--- config.mk ---
export PLATFORM = sky130hd
export DESIGN_NAME = ov7670_sccb_sender
export DESIGN_NICKNAME = d
export VERILOG_FILES = /design/src/rtl/ov7670_pkg.sv /design/src/rtl/sccb_tick_gen.sv /design/src/rtl/ov7670_sccb_sender.sv
export SDC_FILE = /design/constraint.sdc
export NUM_CORES = 1
export LEC_CHECK = 0
export CAP_MARGIN = 25
export CORE_MARGIN = 2
export CORE_UTILIZATION = 53
export DETAILED_ROUTE_END_ITERATION = 8
export PLACE_DENSITY = 0.76
export SKIP_CTS_REPAIR_TIMING = 1
export SLEW_MARGIN = 5
export SYNTH_ARGS = -nofsm -noshare
export SYNTH_HDL_FRONTEND = slang
export SYNTH_SLANG_ARGS = --single-unit
--- constraint.sdc ---
create_clock -name clk -period 2.3 [get_ports clk]
set_input_delay 0.46 -clock clk [delete_from_list [all_inputs] [get_ports clk]]
set_output_delay 0.46 -clock clk [all_outputs]
set_load 0.01 [all_outputs]
--- src/rtl/ov7670_pkg.sv ---
// Shared types and constants for the OV7670 SCCB configuration sender.
package ov7670_pkg;

  typedef enum logic [3:0] {
    RESEND,
    PWR_WAIT,
    LOAD,
    START,
    BIT,
    STOP,
    GAP,
    RST_WAIT,
    DONE
  } sccb_state_t;

  localparam logic [15:0] END_CMD    = 16'hFFFF;
  localparam logic [7:0]  COM7_ADDR  = 8'h12;
  localparam int          FRAME_BITS = 27;

  // Each byte is followed by a don't-care/ACK slot that is driven as '1' but released.
  function automatic logic [FRAME_BITS-1:0] build_frame(input logic [7:0] dev,
                                                        input logic [15:0] cmd);
    return {dev, 1'b1, cmd[15:8], 1'b1, cmd[7:0], 1'b1};
  endfunction

  function automatic logic is_ack_slot(input logic [4:0] idx);
    return (idx == 5'd18) || (idx == 5'd9) || (idx == 5'd0);
  endfunction

endpackage

--- src/rtl/sccb_tick_gen.sv ---
// Quarter-period strobe for SCCB timing: one-cycle tick every CLK_DIV+1 clocks while not cleared.
module sccb_tick_gen #(
  parameter int CLK_DIV = 63
) (
  input  logic clk,
  input  logic rst,
  input  logic clear,
  output logic tick
);

  localparam int CNT_W = (CLK_DIV > 0) ? $clog2(CLK_DIV + 1) : 1;

  logic [CNT_W-1:0] cnt;

  always_ff @(posedge clk) begin
    if (rst || clear) begin
      cnt <= CNT_W'(CLK_DIV);
    end else if (cnt == '0) begin
      cnt <= CNT_W'(CLK_DIV);
    end else begin
      cnt <= cnt - 1'b1;
    end
  end

  assign tick = !clear && (cnt == '0);

endmodule

--- src/rtl/ov7670_sccb_sender.sv ---
// Walks the OV7670 command table and sends each entry as a 3-phase SCCB write.
// state    | meaning
// RESEND   | rewind the table, start power-up wait
// PWR_WAIT | camera power-up settling
// LOAD     | sample command; end marker -> DONE
// START    | SIOD falls with SIOC high, then SIOC falls
// BIT      | 27 bit slots, 4 quarters each, MSB first
// STOP     | SIOD rises with SIOC high
// GAP      | idle bus, then pulse advance
// RST_WAIT | settling after a COM7 soft reset
// DONE     | configuration complete, bus idle
module ov7670_sccb_sender
  import ov7670_pkg::*;
#(
  parameter int          CLK_DIV      = 63,
  parameter logic [7:0]  DEV_ADDR     = 8'h42,
  parameter int          POWERUP_WAIT = 2_500_000,
  parameter int          RESET_WAIT   = 25_000
) (
  input  logic        clk,
  input  logic        rst,
  input  logic        reconfig,
  input  logic [15:0] command,
  input  logic        finished,
  output logic        advance,
  output logic        resend,
  output logic        sioc,
  output logic        siod_out,
  output logic        siod_oe,
  output logic        busy,
  output logic        done
);

  localparam int WAIT_MAX = (POWERUP_WAIT > RESET_WAIT) ? POWERUP_WAIT : RESET_WAIT;
  localparam int WAIT_W   = $clog2(WAIT_MAX + 1);

  sccb_state_t           state;
  logic [1:0]            quarter;
  logic [4:0]            bit_idx;
  logic [WAIT_W-1:0]     wait_cnt;
  logic [FRAME_BITS-1:0] shreg;
  logic                  soft_reset;
  logic                  tick;
  logic                  bus_active;

  assign bus_active = (state == START) || (state == BIT) || (state == STOP) || (state == GAP);

  sccb_tick_gen #(
    .CLK_DIV (CLK_DIV)
  ) u_tick (
    .clk   (clk),
    .rst   (rst),
    .clear (!bus_active),
    .tick  (tick)
  );

  always_ff @(posedge clk) begin
    if (rst) begin
      state      <= RESEND;
      advance    <= 1'b0;
      resend     <= 1'b0;
      sioc       <= 1'b1;
      siod_out   <= 1'b1;
      siod_oe    <= 1'b1;
      busy       <= 1'b0;
      done       <= 1'b0;
      quarter    <= '0;
      bit_idx    <= '0;
      wait_cnt   <= '0;
      shreg      <= '0;
      soft_reset <= 1'b0;
    end else if (reconfig) begin
      // Abandon any frame in flight; the camera resyncs on the next START.
      state    <= RESEND;
      advance  <= 1'b0;
      resend   <= 1'b0;
      sioc     <= 1'b1;
      siod_out <= 1'b1;
      siod_oe  <= 1'b1;
      done     <= 1'b0;
      quarter  <= '0;
    end else begin
      advance <= 1'b0;
      resend  <= 1'b0;
      case (state)
        RESEND: begin
          resend   <= 1'b1;
          busy     <= 1'b1;
          wait_cnt <= WAIT_W'(POWERUP_WAIT - 1);
          state    <= PWR_WAIT;
        end

        PWR_WAIT: begin
          if (wait_cnt == '0) state <= LOAD;
          else                wait_cnt <= wait_cnt - 1'b1;
        end

        LOAD: begin
          quarter <= '0;
          if (command == END_CMD || finished) begin
            busy  <= 1'b0;
            done  <= 1'b1;
            state <= DONE;
          end else begin
            shreg      <= build_frame(DEV_ADDR, command);
            soft_reset <= (command[15:8] == COM7_ADDR) && command[7];
            state      <= START;
          end
        end

        START: begin
          if (tick) begin
            if (quarter == 2'd0) begin
              siod_out <= 1'b0;
              quarter  <= 2'd1;
            end else begin
              sioc    <= 1'b0;
              quarter <= 2'd0;
              bit_idx <= 5'(FRAME_BITS - 1);
              state   <= BIT;
            end
          end
        end

        BIT: begin
          if (tick) begin
            quarter <= quarter + 1'b1;
            case (quarter)
              2'd0: begin
                sioc     <= 1'b0;
                siod_out <= shreg[bit_idx];
                siod_oe  <= !is_ack_slot(bit_idx);
              end
              2'd2: sioc <= 1'b1;
              2'd3: begin
                if (bit_idx == '0) state <= STOP;
                else               bit_idx <= bit_idx - 1'b1;
              end
              default: ;
            endcase
          end
        end

        STOP: begin
          if (tick) begin
            case (quarter)
              2'd0: begin
                sioc     <= 1'b0;
                siod_out <= 1'b0;
                siod_oe  <= 1'b1;
                quarter  <= 2'd1;
              end
              2'd1: begin
                sioc    <= 1'b1;
                quarter <= 2'd2;
              end
              default: begin
                siod_out <= 1'b1;
                quarter  <= 2'd0;
                state    <= GAP;
              end
            endcase
          end
        end

        GAP: begin
          // advance is high for exactly the cycle before leaving, so the table has
          // stepped by the time LOAD samples command.
          if (advance) begin
            if (soft_reset) begin
              wait_cnt <= WAIT_W'(RESET_WAIT - 1);
              state    <= RST_WAIT;
            end else begin
              state <= LOAD;
            end
          end else if (tick) begin
            if (quarter == 2'd3) begin
              advance <= 1'b1;
              quarter <= 2'd0;
            end else begin
              quarter <= quarter + 1'b1;
            end
          end
        end

        RST_WAIT: begin
          if (wait_cnt == '0) state <= LOAD;
          else                wait_cnt <= wait_cnt - 1'b1;
        end

        DONE: begin
          sioc     <= 1'b1;
          siod_out <= 1'b1;
          siod_oe  <= 1'b1;
          busy     <= 1'b0;
          done     <= 1'b1;
        end

        default: state <= RESEND;
      endcase
    end
  end

endmodule

== Word level (Yosys, flattened, before mapping) ==
Cells that the tools add are included.
Word-level totals
  bits in registers: 66
Operators by class
  add/sub/neg operators: 4
  $lt $le $gt $ge: 1
  bitwise logic cells: 5
  equal/unequal tests: 36
  muxes and demuxes: 58
  reductions and logical operators: 38
Operators by type and width (count)
  22-bit two-way mux: 3
  22-bit one-hot mux with 3 select lines: 1
  4-bit two-way mux: 10
  4-bit one-hot mux with 8 select lines: 1
  2-bit inequality test, second input constant: 13
  5-bit two-way mux: 5
  22-bit zero test: 1
  22-bit by 1-bit subtractor with 22-bit output, second input constant: 1
  7-bit AND reduction: 3
  1-bit two-way mux: 19
  16-bit equality test, second input constant: 1
  4-bit by 3-bit equality test with 1-bit output, second input constant: 4
  2-bit two-way mux: 6
  2-bit by 1-bit inequality test with 1-bit output, second input constant: 6
  2-bit one-hot mux with 5 select lines: 1
  5-bit one-hot mux with 2 select lines: 1
  10-bit AND reduction: 1
  5-bit AND reduction: 2
  3-bit nonzero test: 3
  4-bit by 2-bit equality test with 1-bit output, second input constant: 2
  8-bit by 5-bit equality test with 1-bit output, second input constant: 1
  1-bit one-hot mux with 2 select lines: 4
  1-bit one-hot mux with 4 select lines: 2
  2-bit OR reduction: 4
  other kinds (30): 47

== Longest topological paths before layout ==
  depth after elaboration: 8
  gate-level depth with buffers: 9
  depth with buffers taken out: 8

== Cells and area by module ==
From an unflattened synthesis, not the netlist that was laid out.
Second synthesis, totals
  cells, all modules: 453
  area total of the unflattened synthesis: 3668.5 um^2
By module, submodules not included
  ov7670_sccb_sender: area an instance 3425.8 um^2, sequential area each 1161.1 um^2, times used 1, cells each 426
  sccb_tick_gen: area an instance 242.7 um^2, sequential area each 120.1 um^2, times used 1, cells each 27

== Worst setup path before layout ==
No wires, ideal clock.
  path type: register -> register
  from: reg u_tick.cnt[0]
  to: reg state[1]
  cell stages (with the launch flop): 9
  arrival: 2.089 ns
  required time: 2.167 ns
  period minus slack after synthesis: 2.221 ns
  setup slack: 0.079 ns
  setup time: 0.133 ns
  buffers on the path: 0
  path through: dfxtp_1 inv_1 ha_1 or4b_1 or2_1 a311o_1 nor3_4 mux2i_1 a21oi_1
Between the ends
  word-level cells in the longest chain between the ends: 4
  elaborated cells on any way between the ends: 6
  classes of those cells: eq/ne (3); reduce/logical (3)
Ends and longest elaborated chain
  start: declaration: line sccb_tick_gen.sv:13  | logic [CNT_W-1:0] cnt;
  start signal: assignment: line sccb_tick_gen.sv:17  | cnt <= CNT_W'(CLK_DIV);
  start signal: assignment: line sccb_tick_gen.sv:19  | cnt <= CNT_W'(CLK_DIV);
  start signal: assignment: line sccb_tick_gen.sv:21  | cnt <= cnt - 1'b1;
  6-bit zero test *: line sccb_tick_gen.sv:25  | assign tick = !clear && (cnt == '0);
  1-bit logical AND *: line sccb_tick_gen.sv:25
  2-bit inequality test (no line)
  10-bit AND reduction (no line) *
  end signal: assignment: line ov7670_sccb_sender.sv:59  | state <= RESEND;
  end signal: assignment: line ov7670_sccb_sender.sv:74  | state <= RESEND;
  end signal: assignment: line ov7670_sccb_sender.sv:90  | state <= PWR_WAIT;
  end: declaration: line ov7670_sccb_sender.sv:37  | sccb_state_t state;
Every way passes the cells marked *; elsewhere a longest branch is shown, timed or not.
A chain may end at the register's enable or synchronous reset.

== Worst setup path in the final report ==
Ends and elaborated chain as after synthesis.

==> run summary <==
The flow ran to the end, and the final reports show no timing, DRC or antenna violations. The number of port buffers is 26. The routed via count is 3,543. The violation count after the first detailed-route iteration is approximately 220. The kind of start point of the critical path is a register. The sequential standard cell area came out at roughly 1300 um2. Along the worst path, the maximum fanout reaches 4. The number of nets with antenna violations after detailed routing came out at 0.

The DRC violation count after routing came out at 0. The power per cell area came out at approximately 570 nW/um2. The number of nets produced by synthesis came out at 493. The number of instances in the synthesized netlist came out at approximately 460. For this run, the register share of the synthesized area comes to 0.351. The critical path in this run is classified as register to register. The floorplan core area is 6720 um2. In the final timing run, aggregate negative setup slack is 0 ns. Setup repair after global routing could not meet its margin everywhere.

The largest net degree at the start of global routing is 27. The share of layout cells above drive strength 1 came out at 0.141. The clock transition at the registers of the reported paths is roughly 0.070 ns. After detailed routing, the total wire length is 8970 um. The area occupied by multi-input gates is approximately 2200 um2. The number of hold violations in the final report is 0. STA classifies the critical path endpoint as a register. The worst pin sits at a relative slew slack of 0.632. The count of nets after finishing came out at approximately 540. The initial antenna violation count came out at 0. The number of buffers inserted during clock tree synthesis is 9.

The required time at the worst-slack endpoint is 2.52 ns. The combined global-route utilization of all metal layers came out at 0.247. The vias per cell is between 5 and 6. The initial utilization of the core area, before any placement, comes to 0.543. In this run, synthesis inferred 0 flip-flops with an integrated enable. The number of inserted filler cells in the final layout came out at 550. In this run the number of H-tree levels came out at 3. The maximum vdd drop is roughly 0.00037 V.

The mean instance size in the synthesized netlist is roughly 8 um2. Before antenna repair, the detailed router went through 6 iterations. The clock insertion delay at the later pin of the skew report came out at 0.34 ns. The total number of placement rows is 30.

The number of endpoints failing setup at the final stage is 0. The cell area that synthesis handed to floorplanning was ~3600 um2. The highest attainable clock frequency came out at roughly 0.45 GHz. The Yosys warning count came out at 0. The path class of the lowest-slack min-delay path is register to register. The async set-or-reset flop fraction in the synthesized netlist is 0. The horizontal die dimension is slightly below 90 um.

The buffer levels on the longest clock path came out at 2. Summing internal, switching and leakage power gives between 2 and 3 mW. Subtracting the final worst setup slack from the clock period gives 2.23 ns. The via count of the first global-routing pass came to 3,209. The worst-case clock skew is about 0.0096 ns. For the pin with the worst max-slew slack, the measured transition is 0.548 ns. The total count of max-transition violations in the final report is 0. The layout-stage area growth over the synthesis result came out at 20.9%.

The first global-routing pass estimated roughly 15,000 um of wire. In the final routed layout, each cell accounts on average for between 15 and 20 um. TritonCTS built the clock tree. Counting distinct cell types in the post-synthesis netlist gives 59.

During I/O placement, the number of pins put on the boundary was 27. CTS saw between 60 and 70 sinks. Synthesis inferred 64 register bits.

The total congestion overflow after global routing came out at 0. The global placement routability congestion came out at ~0.94. The count of antenna diodes in the layout came out at 0. The leakage power figure came out at between 1.5 and 2 nW. The floorplan die height came out at between 80 and 90 um. The HPWL after detailed placement came out at 6540 um. The clock root buffer master is clkbuf_8. The fraction of the cycle the final worst path needs is 0.970. The most used flip-flop cell after synthesis is dfxtp_1. The final setup slack of the worst path came out at around 0.069 ns. The critical path data arrival time came out at around 2.5 ns.

The area of the die is between 7000 and 8000 um2. The worst slack after detailed placement came out at ~0.012 ns. The count of maximum capacitance violations is 0.
-- layout make-up --
cell class	instances	area share
Clock buffer	11	0.0343
Tap cell	80	0.0227
Clock inverter	4	0.00454
Sequential cell	64	0.290
Inverter	14	0.0119
Timing Repair Buffer	66	0.133
Multi-Input combinational cell	353	0.503
-- layout by cell type (no fill, tap or decap), types with 4 or more instances in the layout --
master and instances:
o21ai_0 30, nor3_1 20, inv_1 14, nand4_1 8, nor4_1 9, a211oi_1 7
buf_4 38, ha_1 11, or3_1 5, a21oi_1 35, nand3_1 16, or4_1 4
nand3b_1 5, clkinv_2 4, mux2i_1 22, clkdlybuf4s50_1 26, dfxtp_1 64, nand2b_1 5
nand2_1 29, nor2_1 67, clkbuf_8 11, nor2b_1 4, xor2_1 12
-- registers in the layout, summed over array words and instances (netlist names) --
| name | count |
|---|---|
| advance | 1 |
| bit_idx | 5 |
| busy | 1 |
| done | 1 |
| quarter | 2 |
| resend | 1 |
| shreg | 17 |
| sioc | 1 |
| siod_oe | 1 |
| siod_out | 1 |
| soft_reset | 1 |
| state | 4 |
| u_tick.cnt | 6 |
| wait_cnt | 22 |
-- power breakdown --
group / total (mW) / switching (mW) / internal, mW / leakage [nW]
Clock: 0.857 / 0.421 / 0.436 / 0.0947
Combinational: 0.476 / 0.261 / 0.216 / 0.983
Sequential: 1.20 / 0.0478 / 1.15 / 0.520
Total: 2.53 / 0.729 / 1.80 / 1.60
-- worst max-delay path, stage by stage, from the launching register on --
cell and delay (ns):
dfxtp_1 0.32, inv_1 0.08, ha_1 0.15, or4b_4 0.45, or2_1 0.24, a311o_1 0.36
nor3_4 0.21, mux2i_1 0.21, a21oi_1 0.08
-- synthesized netlist by cell type (3+ instances only) --
master    number  area share
a211oi_1       9       0.019
nand2b_1       5      0.0086
dfxtp_1       64        0.35
and3_1         3      0.0051
xnor2_1        3      0.0072
or2_2          3      0.0051
ha_1          11       0.038
nand2_1       29       0.030
nor2b_1        4      0.0069
or3_1          5      0.0086
buf_1          4      0.0041
nand3b_1       5       0.010
xor2_1        12       0.029
nor4_1        11       0.019
nor2_1        67       0.069
nand4_1        8       0.014
o21a_1         3      0.0062
clkbuf_1      24       0.025
nand4b_1       3      0.0072
or4_1          4      0.0082
inv_1         14       0.014
mux2i_1       22       0.060
a21oi_1       35       0.048
nand3_1       16       0.022
o21ai_0       30       0.041
o31ai_1        3      0.0062
nor3_1        20       0.027
-- logic make-up (layout without fill, tap and decap cells) --
logic type	after synthesis	count (layout)	share of synthesized area
simple gates	200	200	0.282
compound gates	103	103	0.173
flops	64	64	0.351
buf+inv	45	95	0.0480
mux	24	24	0.0727
xor+xnor	15	15	0.0360
fa+ha+maj	11	11	0.0377
-- worst paths after layout --
check	startpoint	endpoint	slack, ns	cells past startpoint
worst min register to register	u_tick.cnt[0]	u_tick.cnt[0]	0.40	1
worst max register to register	u_tick.cnt[0]	state[1]	0.07	8
worst max-delay path	u_tick.cnt[0]	state[1]	0.07	8
worst min-delay path	u_tick.cnt[0]	u_tick.cnt[0]	0.40	1
-- per-layer routing --
metal | up-vias | track usage | part of all wire | routed length (um)
met4 | 0 | 0.0611 | 0.010 | 92
met2 | 126 | 0.412 | 0.47 | 4260
li1 | 1755 | - | - | -
met1 | 1651 | 0.319 | 0.46 | 4100
met3 | 11 | 0.0635 | 0.058 | 521
met5 | - | 0 | 0 | 0
-- through the flow --
stage | cells | util | instance area [um2] | hold slack (ns)
final | 592 | 0.656 | 4410 | 0.404
after global routing | 592 | 0.656 | 4410 | 0.414
after CTS | 592 | 0.652 | 4380 | 0.405
after detailed placement | 577 | 0.627 | 4210 | 0.390
after global placement | 577 | 0.627 | 4210 | 0.381
after floorplan | 462 | - | 3650 | 0.371
Note: power is estimated with default switching activity, not from simulation.
